--- config.mk ---
export PLATFORM = sky130hd
export DESIGN_NAME = ifu_fetch_axi_ctrl_flat
export DESIGN_NICKNAME = d
export VERILOG_FILES = /design/src/rtl/ifu_fetch_axi_ctrl_if.sv /design/src/rtl/ifu_fetch_axi_ctrl.sv /design/src/flat_wrapper.sv
export SDC_FILE = /design/constraint.sdc
export NUM_CORES = 1
export LEC_CHECK = 0
export BUFFER_PORTS_ARGS = -buffer_cell sky130_fd_sc_hd__buf_4
export CORE_AREA = 2 2 96 98
export CTS_CLUSTER_SIZE = 20
export DETAILED_ROUTE_END_ITERATION = 16
export DIE_AREA = 0 0 98 100
export HOLD_SLACK_MARGIN = 0.06
export MAX_ROUTING_LAYER = met4
export PLACE_DENSITY = 0.68
export SLEW_MARGIN = 20
export SYNTH_ARGS = -nofsm -noshare
export SYNTH_HDL_FRONTEND = slang
export SYNTH_SLANG_ARGS = --single-unit
--- constraint.sdc ---
create_clock -name clk -period 2.3 [get_ports clk]
set_input_delay 0.115 -clock clk [delete_from_list [all_inputs] [get_ports clk]]
set_output_delay 0.115 -clock clk [all_outputs]
set_load 0.05 [all_outputs]
--- src/rtl/ifu_fetch_axi_ctrl_if.sv ---
// AXI4 read-side bus (AR + R channels) between the IFU fetch controller and the interconnect.
// The controller side uses the master modport; the interconnect or a bench uses slave.
interface ifu_fetch_axi_ctrl_if #(
    parameter int AxiIdW = 4,
    parameter int DataW  = 64
);
    logic [AxiIdW-1:0] axi_arid_f;
    logic [31:0]       axi_araddr_f;
    logic [7:0]        axi_arlen_f;
    logic [2:0]        axi_arsize_f;
    logic [1:0]        axi_arburst_f;
    logic              axi_arlock_f;
    logic [3:0]        axi_arcache_f;
    logic [2:0]        axi_arprot_f;
    logic              axi_arvalid_f;
    logic [3:0]        axi_arqos_f;
    logic [3:0]        axi_arregion_f;
    logic              axi_arready_f;

    logic [AxiIdW-1:0] axi_rid_f;
    logic [DataW-1:0]  axi_rdata_f;
    logic [1:0]        axi_rresp_f;
    logic              axi_rlast_f;
    logic              axi_rvalid_f;
    logic              axi_rready_f;

    modport master (
        output axi_arid_f, axi_araddr_f, axi_arlen_f, axi_arsize_f, axi_arburst_f,
               axi_arlock_f, axi_arcache_f, axi_arprot_f, axi_arvalid_f,
               axi_arqos_f, axi_arregion_f,
        input  axi_arready_f,
        input  axi_rid_f, axi_rdata_f, axi_rresp_f, axi_rlast_f, axi_rvalid_f,
        output axi_rready_f
    );

    modport slave (
        input  axi_arid_f, axi_araddr_f, axi_arlen_f, axi_arsize_f, axi_arburst_f,
               axi_arlock_f, axi_arcache_f, axi_arprot_f, axi_arvalid_f,
               axi_arqos_f, axi_arregion_f,
        output axi_arready_f,
        output axi_rid_f, axi_rdata_f, axi_rresp_f, axi_rlast_f, axi_rvalid_f,
        input  axi_rready_f
    );
endinterface

--- src/rtl/ifu_fetch_axi_ctrl.sv ---
// IFU instruction-line refill controller: issues critical-beat-first WRAP bursts on AR,
// tracks up to NumOut bursts in flight, forwards R beats and drops beats of flushed bursts.
module ifu_fetch_axi_ctrl #(
    parameter int AxiIdW    = 4,
    parameter int DataW     = 64,
    parameter int LineBytes = 32,
    parameter int NumOut    = 2
) (
    input  logic             clk,
    input  logic             rst_n,
    input  logic             clr,
    input  logic             req_valid,
    output logic             req_ready,
    input  logic [31:1]      req_addr,
    output logic             rsp_valid,
    input  logic             rsp_ready,
    output logic [DataW-1:0] rsp_data,
    output logic             rsp_err,
    output logic             rsp_last,
    output logic             protocol_err,
    ifu_fetch_axi_ctrl_if.master axi
);

    localparam int ByteW = DataW / 8;
    localparam int SizeL = $clog2(ByteW);
    localparam int Beats = LineBytes / ByteW;
    localparam int CntW  = $clog2(NumOut + 1);
    localparam int PtrW  = (NumOut > 1) ? $clog2(NumOut) : 1;

    localparam logic [CntW-1:0] NumOutC  = CntW'(NumOut);
    localparam logic [PtrW-1:0] PtrLast  = PtrW'(NumOut - 1);
    localparam logic [3:0]      LastBeat = 4'(Beats - 1);
    localparam logic [31:0]     AddrMask = ~32'(ByteW - 1);

    if (!(DataW == 32 || DataW == 64 || DataW == 128)) begin : g_bad_dataw
        $error("DataW must be 32, 64 or 128");
    end
    if (LineBytes < ByteW || (LineBytes & (LineBytes - 1)) != 0 || Beats > 16) begin : g_bad_line
        $error("LineBytes must be a power of two, >= DataW/8, with at most 16 beats");
    end
    if (NumOut < 1) begin : g_bad_numout
        $error("NumOut must be at least 1");
    end

    typedef enum logic {
        AR_IDLE,
        AR_PEND
    } ar_state_e;

    ar_state_e         state_q, state_d;
    logic [31:0]       araddr_q;
    logic [NumOut-1:0] stale_q;
    logic [PtrW-1:0]   rd_ptr_q, wr_ptr_q;
    logic [CntW-1:0]   count_q;
    logic [3:0]        beat_q;
    logic              perr_q;

    logic push, pop, r_hs, empty, head_stale, last_ok;

    function automatic logic [PtrW-1:0] bump(input logic [PtrW-1:0] p);
        return (p == PtrLast) ? '0 : p + 1'b1;
    endfunction

    // NOTE: every output of this block gets a default first, so no path leaves one unassigned (no latch).
    always_comb begin
        state_d           = state_q;
        req_ready         = 1'b0;
        axi.axi_arvalid_f = 1'b0;
        case (state_q)
            AR_IDLE: begin
                req_ready = rst_n && (count_q < NumOutC) && !clr;
                if (req_valid && req_ready) begin
                    state_d = AR_PEND;
                end
            end
            AR_PEND: begin
                axi.axi_arvalid_f = 1'b1;
                if (axi.axi_arready_f) begin
                    state_d = AR_IDLE;
                end
            end
        endcase
    end

    assign push = req_valid && req_ready;

    assign axi.axi_arid_f     = '0;
    assign axi.axi_araddr_f   = araddr_q;
    assign axi.axi_arlen_f    = 8'(Beats - 1);
    assign axi.axi_arsize_f   = 3'(SizeL);
    assign axi.axi_arburst_f  = 2'b10;
    assign axi.axi_arlock_f   = 1'b0;
    assign axi.axi_arcache_f  = 4'b0011;
    assign axi.axi_arprot_f   = 3'b100;
    assign axi.axi_arqos_f    = 4'd0;
    assign axi.axi_arregion_f = 4'd0;

    // Beats of flushed bursts are always accepted so the interconnect drains them.
    assign empty            = (count_q == '0);
    assign head_stale       = stale_q[rd_ptr_q];
    assign axi.axi_rready_f = empty || head_stale || rsp_ready;
    assign rsp_valid        = axi.axi_rvalid_f && !empty && !head_stale;
    assign rsp_data         = axi.axi_rdata_f;
    assign rsp_err          = axi.axi_rresp_f[1];
    assign rsp_last         = axi.axi_rlast_f;
    assign protocol_err     = perr_q;

    assign r_hs    = axi.axi_rvalid_f && axi.axi_rready_f;
    assign pop     = r_hs && axi.axi_rlast_f && !empty;
    assign last_ok = (axi.axi_rlast_f == (beat_q == LastBeat));

    logic unused_ok;
    assign unused_ok = axi.axi_rresp_f[0];

    // NOTE: sequential state uses non-blocking assignments only, so every flop samples pre-edge values.
    always_ff @(posedge clk) begin
        if (!rst_n) begin
            state_q  <= AR_IDLE;
            araddr_q <= '0;
            // NOTE: the stale bits are cleared too, so head_stale is never X when the FIFO is empty.
            stale_q  <= '0;
            rd_ptr_q <= '0;
            wr_ptr_q <= '0;
            count_q  <= '0;
            beat_q   <= '0;
            perr_q   <= 1'b0;
        end else begin
            state_q <= state_d;

            if (push) begin
                araddr_q <= {req_addr, 1'b0} & AddrMask;
                wr_ptr_q <= bump(wr_ptr_q);
            end
            if (pop) begin
                rd_ptr_q <= bump(rd_ptr_q);
            end

            case ({push, pop})
                2'b10:   count_q <= count_q + 1'b1;
                2'b01:   count_q <= count_q - 1'b1;
                default: count_q <= count_q;
            endcase

            for (int i = 0; i < NumOut; i++) begin
                if (clr) begin
                    stale_q[i] <= 1'b1;
                end else if (push && wr_ptr_q == PtrW'(i)) begin
                    stale_q[i] <= 1'b0;
                end
            end

            if (r_hs) begin
                beat_q <= axi.axi_rlast_f ? 4'd0 : beat_q + 1'b1;
                if (empty || !last_ok || axi.axi_rid_f != '0) begin
                    perr_q <= 1'b1;
                end
            end
        end
    end

endmodule

--- src/flat_wrapper.sv ---
// flat-port wrapper written by rule: the top's interface ports become plain ports
module ifu_fetch_axi_ctrl_flat 
#(
    parameter int AxiIdW    = 4,
    parameter int DataW     = 64,
    parameter int LineBytes = 32,
    parameter int NumOut    = 2
)
  (clk, rst_n, clr, req_valid, req_ready, req_addr, rsp_valid, rsp_ready, rsp_data, rsp_err, rsp_last, protocol_err, axi_axi_arid_f, axi_axi_araddr_f, axi_axi_arlen_f, axi_axi_arsize_f, axi_axi_arburst_f, axi_axi_arlock_f, axi_axi_arcache_f, axi_axi_arprot_f, axi_axi_arvalid_f, axi_axi_arqos_f, axi_axi_arregion_f, axi_axi_arready_f, axi_axi_rid_f, axi_axi_rdata_f, axi_axi_rresp_f, axi_axi_rlast_f, axi_axi_rvalid_f, axi_axi_rready_f);
  ifu_fetch_axi_ctrl_if #(.AxiIdW(AxiIdW), .DataW(DataW)) axi_i ();
  input  logic clk;
  input  logic rst_n;
  input  logic clr;
  input  logic req_valid;
  output logic req_ready;
  input  logic [31:1] req_addr;
  output logic rsp_valid;
  input  logic rsp_ready;
  output logic [DataW-1:0] rsp_data;
  output logic rsp_err;
  output logic rsp_last;
  output logic protocol_err;
  output wire logic [$bits(axi_i.axi_arid_f)-1:0] axi_axi_arid_f;
  output wire logic [$bits(axi_i.axi_araddr_f)-1:0] axi_axi_araddr_f;
  output wire logic [$bits(axi_i.axi_arlen_f)-1:0] axi_axi_arlen_f;
  output wire logic [$bits(axi_i.axi_arsize_f)-1:0] axi_axi_arsize_f;
  output wire logic [$bits(axi_i.axi_arburst_f)-1:0] axi_axi_arburst_f;
  output wire logic [$bits(axi_i.axi_arlock_f)-1:0] axi_axi_arlock_f;
  output wire logic [$bits(axi_i.axi_arcache_f)-1:0] axi_axi_arcache_f;
  output wire logic [$bits(axi_i.axi_arprot_f)-1:0] axi_axi_arprot_f;
  output wire logic [$bits(axi_i.axi_arvalid_f)-1:0] axi_axi_arvalid_f;
  output wire logic [$bits(axi_i.axi_arqos_f)-1:0] axi_axi_arqos_f;
  output wire logic [$bits(axi_i.axi_arregion_f)-1:0] axi_axi_arregion_f;
  input wire logic [$bits(axi_i.axi_arready_f)-1:0] axi_axi_arready_f;
  input wire logic [$bits(axi_i.axi_rid_f)-1:0] axi_axi_rid_f;
  input wire logic [$bits(axi_i.axi_rdata_f)-1:0] axi_axi_rdata_f;
  input wire logic [$bits(axi_i.axi_rresp_f)-1:0] axi_axi_rresp_f;
  input wire logic [$bits(axi_i.axi_rlast_f)-1:0] axi_axi_rlast_f;
  input wire logic [$bits(axi_i.axi_rvalid_f)-1:0] axi_axi_rvalid_f;
  output wire logic [$bits(axi_i.axi_rready_f)-1:0] axi_axi_rready_f;
  assign axi_axi_arid_f = axi_i.axi_arid_f;
  assign axi_axi_araddr_f = axi_i.axi_araddr_f;
  assign axi_axi_arlen_f = axi_i.axi_arlen_f;
  assign axi_axi_arsize_f = axi_i.axi_arsize_f;
  assign axi_axi_arburst_f = axi_i.axi_arburst_f;
  assign axi_axi_arlock_f = axi_i.axi_arlock_f;
  assign axi_axi_arcache_f = axi_i.axi_arcache_f;
  assign axi_axi_arprot_f = axi_i.axi_arprot_f;
  assign axi_axi_arvalid_f = axi_i.axi_arvalid_f;
  assign axi_axi_arqos_f = axi_i.axi_arqos_f;
  assign axi_axi_arregion_f = axi_i.axi_arregion_f;
  assign axi_i.axi_arready_f = axi_axi_arready_f;
  assign axi_i.axi_rid_f = axi_axi_rid_f;
  assign axi_i.axi_rdata_f = axi_axi_rdata_f;
  assign axi_i.axi_rresp_f = axi_axi_rresp_f;
  assign axi_i.axi_rlast_f = axi_axi_rlast_f;
  assign axi_i.axi_rvalid_f = axi_axi_rvalid_f;
  assign axi_axi_rready_f = axi_i.axi_rready_f;
  ifu_fetch_axi_ctrl #(.AxiIdW(AxiIdW), .DataW(DataW), .LineBytes(LineBytes), .NumOut(NumOut)) u_core (.clk(clk), .rst_n(rst_n), .clr(clr), .req_valid(req_valid), .req_ready(req_ready), .req_addr(req_addr), .rsp_valid(rsp_valid), .rsp_ready(rsp_ready), .rsp_data(rsp_data), .rsp_err(rsp_err), .rsp_last(rsp_last), .protocol_err(protocol_err), .axi(axi_i));
endmodule
==> summary.txt <==
Total grt overflow - 0
Nature of the critical path startpoint - input port
Logic gate share of total power - 0.229
Area growth, synth to finish - 5.39%
Diode count - 0
Status - finished, final reports clean
Num CTS Buffers - 5
Final Critical Period - 1.95 ns
Largest net degree at the start of global routing - 47
Clock Pin Slew Worst Setup and Hold Paths - 0.08 ns
Drt first pass iters - 3
Worst slack, placed - 0.438 ns
H-tree depth - 2
Max_cap viols - 0
Worst-Skew Late Latency - 0.29 ns
Layout Cells excl Fill - 411
Mapped cell area - 2510 um2
Clk pwr share - 0.344
Vias - 1,709
Total power - 1.77 mW
Post-DRT Antenna Nets - 0
CORE AREA - 8890 um2
I/O pin count - 245
Syn avg cell area - 8.53 um2
Worst EP required - 2.53 ns
Share of layout cells above drive strength 1 - 0.313
Net Sw Frac - 0.317
Pwr/cell area - 670 nW/um2
Switching power - 0.561 mW
Clock root cell - clkbuf_8
Critical path class - in -> reg
Min-Delay Path Class - in -> reg
Hold Worst Slack - 0.0719 ns
Post-CTS setup buffer count - 0
Resized cells post-CTS - 0
Clock Skews - 0.00485 ns
Vias in the first global route - 1,614
Fmax - 512 MHz
CP max-delay cell - dlygate4sd3_1
Design Area, Final - 2640 um2
Max Buffers Root-to-Sink - 2
Vias per cell - 4.16
I/O Buffers - 75
First-pass GRT wire length - 7730 um
Die area - 9800 um2
Sequential share of the synthesized area - 0.327
Chip height - 100 um
Placed Cells - 402
Fill count - 987
Final WS setup - 0.347 ns
P_leak - 1.12 nW
Number of synthesized register bits - 41
Setup crit end kind - flip-flop
Gr usage total - 0.102
TritonCTS Sinks - 41
Initial antenna violation count - 0
HPWL after detailed placement - 3690 um
Die X-Extent - 98 um
Peak supply drop - 254 uV
Fin Setup TNS - 0 ns
NumNets Final - 410
Util after Layout - 0.297
Critical Path AT - 2.18 ns
Synth cell types - 34
Drc violations - 0
Setup violations, final - 0
CTS tree - yes
WL final - 4900 um
Seq pwr share - 0.427
CP top delay family - buffers and inverters
Commonest non-fill, non-tap cell in the layout - buf_4
Avg WL per Cell - 11.9 um
Final period utilization - 0.849
Slew Limit Fails - 0
WP buf/inv - 3
Post-Synthesis Cells - 294
Initial Utilization - 0.282
Final Wtd Congestion - 0.704
Internal - 1.21 mW
Worst-path cell chain - dlygate4sd3_1 > buf_4 > nor4b_4 > and2_1 > inv_4 > ha_4 > xnor2_1 > or3_1 > a21boi_1
Yosys warns - 0
Row cnt - 35
RSZ-0062 raised after global routing - false
Most frequent cells in the layout - buf_4 (78), nand2_1 (61), dfxtp_1 (40)
Drt initial violations - 29
CP peak stage delay - 0.55 ns
Dpl cell area - 2520 um2
Final Hold Vio Count - 0
CP Max Fanout - 33
[synth_stat cells]
| master | n | area share |
|---|---|---|
| or4_1 | 1 | 0.0030 |
| clkbuf_1 | 6 | 0.0090 |
| nor3_1 | 1 | 0.0020 |
| nand3b_1 | 1 | 0.0030 |
| a21oi_1 | 1 | 0.0020 |
| or4bb_1 | 1 | 0.0045 |
| buf_4 | 104 | 0.31 |
| a21boi_0 | 31 | 0.093 |
| ha_1 | 2 | 0.010 |
| o21ai_0 | 5 | 0.010 |
| and2_1 | 3 | 0.0075 |
| nand2b_1 | 2 | 0.0050 |
| nand3_1 | 2 | 0.0040 |
| nand2_1 | 61 | 0.091 |
| o31ai_4 | 1 | 0.0085 |
| nor3b_2 | 1 | 0.0050 |
| a21boi_1 | 1 | 0.0030 |
| inv_4 | 1 | 0.0025 |
| buf_6 | 5 | 0.022 |
| dfxtp_1 | 41 | 0.33 |
| o21a_1 | 1 | 0.0030 |
| nor4b_4 | 1 | 0.0095 |
| a31o_2 | 1 | 0.0035 |
| mux2_4 | 1 | 0.0060 |
| conb_1 | 2 | 0.0030 |
| nor2_4 | 1 | 0.0045 |
| or3_1 | 2 | 0.0050 |
| o211ai_1 | 2 | 0.0060 |
| mux2i_1 | 1 | 0.0040 |
| a31oi_1 | 2 | 0.0050 |
| nor3b_1 | 2 | 0.0060 |
| nor4b_1 | 1 | 0.0035 |
| nor2_1 | 2 | 0.0030 |
| xnor2_1 | 4 | 0.014 |
[cell families after synthesis]
| family | synth area share |
|---|---|
| buf+inv | 0.345 |
| simple gates | 0.157 |
| compound gates | 0.134 |
| flops | 0.327 |
| xor+xnor | 0.0140 |
| fa+ha+maj | 0.00998 |
| other cells | 0.00300 |
| mux | 0.00998 |
[power by group through the flow]
stage / clock network (mW) / logic [mW] / registers, mW
6_report: 0.609 / 0.406 / 0.756
5_1_grt: 0.667 / 0.433 / 0.760
4_1_cts: 0.636 / 0.410 / 0.756
3_5_place_dp: 0 / 0.408 / 0.773
3_3_place_gp: 0 / 0.404 / 0.771
2_1_floorplan: 0 / 0.591 / 0.837
[final cells by class]
| type | instances | area (um2) | share of cell area |
|---|---|---|---|
| multi-input cells | 171 | 961 | 0.364 |
| flip-flops and latches | 41 | 825 | 0.312 |
| repair buffers | 79 | 596 | 0.225 |
| well taps | 111 | 139 | 0.0526 |
| clock buffers | 7 | 86.3 | 0.0327 |
| clock inverters | 1 | 30.0 | 0.0114 |
| inverters | 1 | 6.26 | 0.00237 |
[repair_timing]
item | CTS | global route
setup endpoints to repair | 0 | 0
hold buffers | 1 | 0
hold endpoints to repair | 1 | 0
[tightest hold or removal path: stages]
cell      delay [ns]
buf_4           0.11
nand2_1         0.04
a21boi_0        0.06
[final timing paths]
check / end / from / cells past startpoint / slack (ns)
setup reg to reg: u_core.count_q[1] / u_core.rd_ptr_q / 6 / 0.44
hold reg to reg: u_core.axi.axi_araddr_f[29] / u_core.axi.axi_araddr_f[29] / 2 / 0.46
setup / recovery: u_core.count_q[1] / clr / 9 / 0.35
hold / removal: u_core.axi.axi_araddr_f[20] / req_addr[20] / 3 / 0.07
[routing by layer]
layer  part of all wire  GRT usage  wire [um]
met5                  0          -          0
met4              0.046     0.0609        227
met3               0.10     0.0390        499
met2               0.47      0.165       2280
met1               0.39      0.106       1890
[registers in the layout, summed over array words and instances, names as in the netlist]
register	flops
u_core.count_q	2
u_core.beat_q	4
u_core.state_q	1
u_core.wr_ptr_q	1
u_core.protocol_err	1
u_core.axi.axi_araddr_f	29
u_core.rd_ptr_q	1
u_core.stale_q	2
No activity file was read; power rests on OpenSTA's default activity.
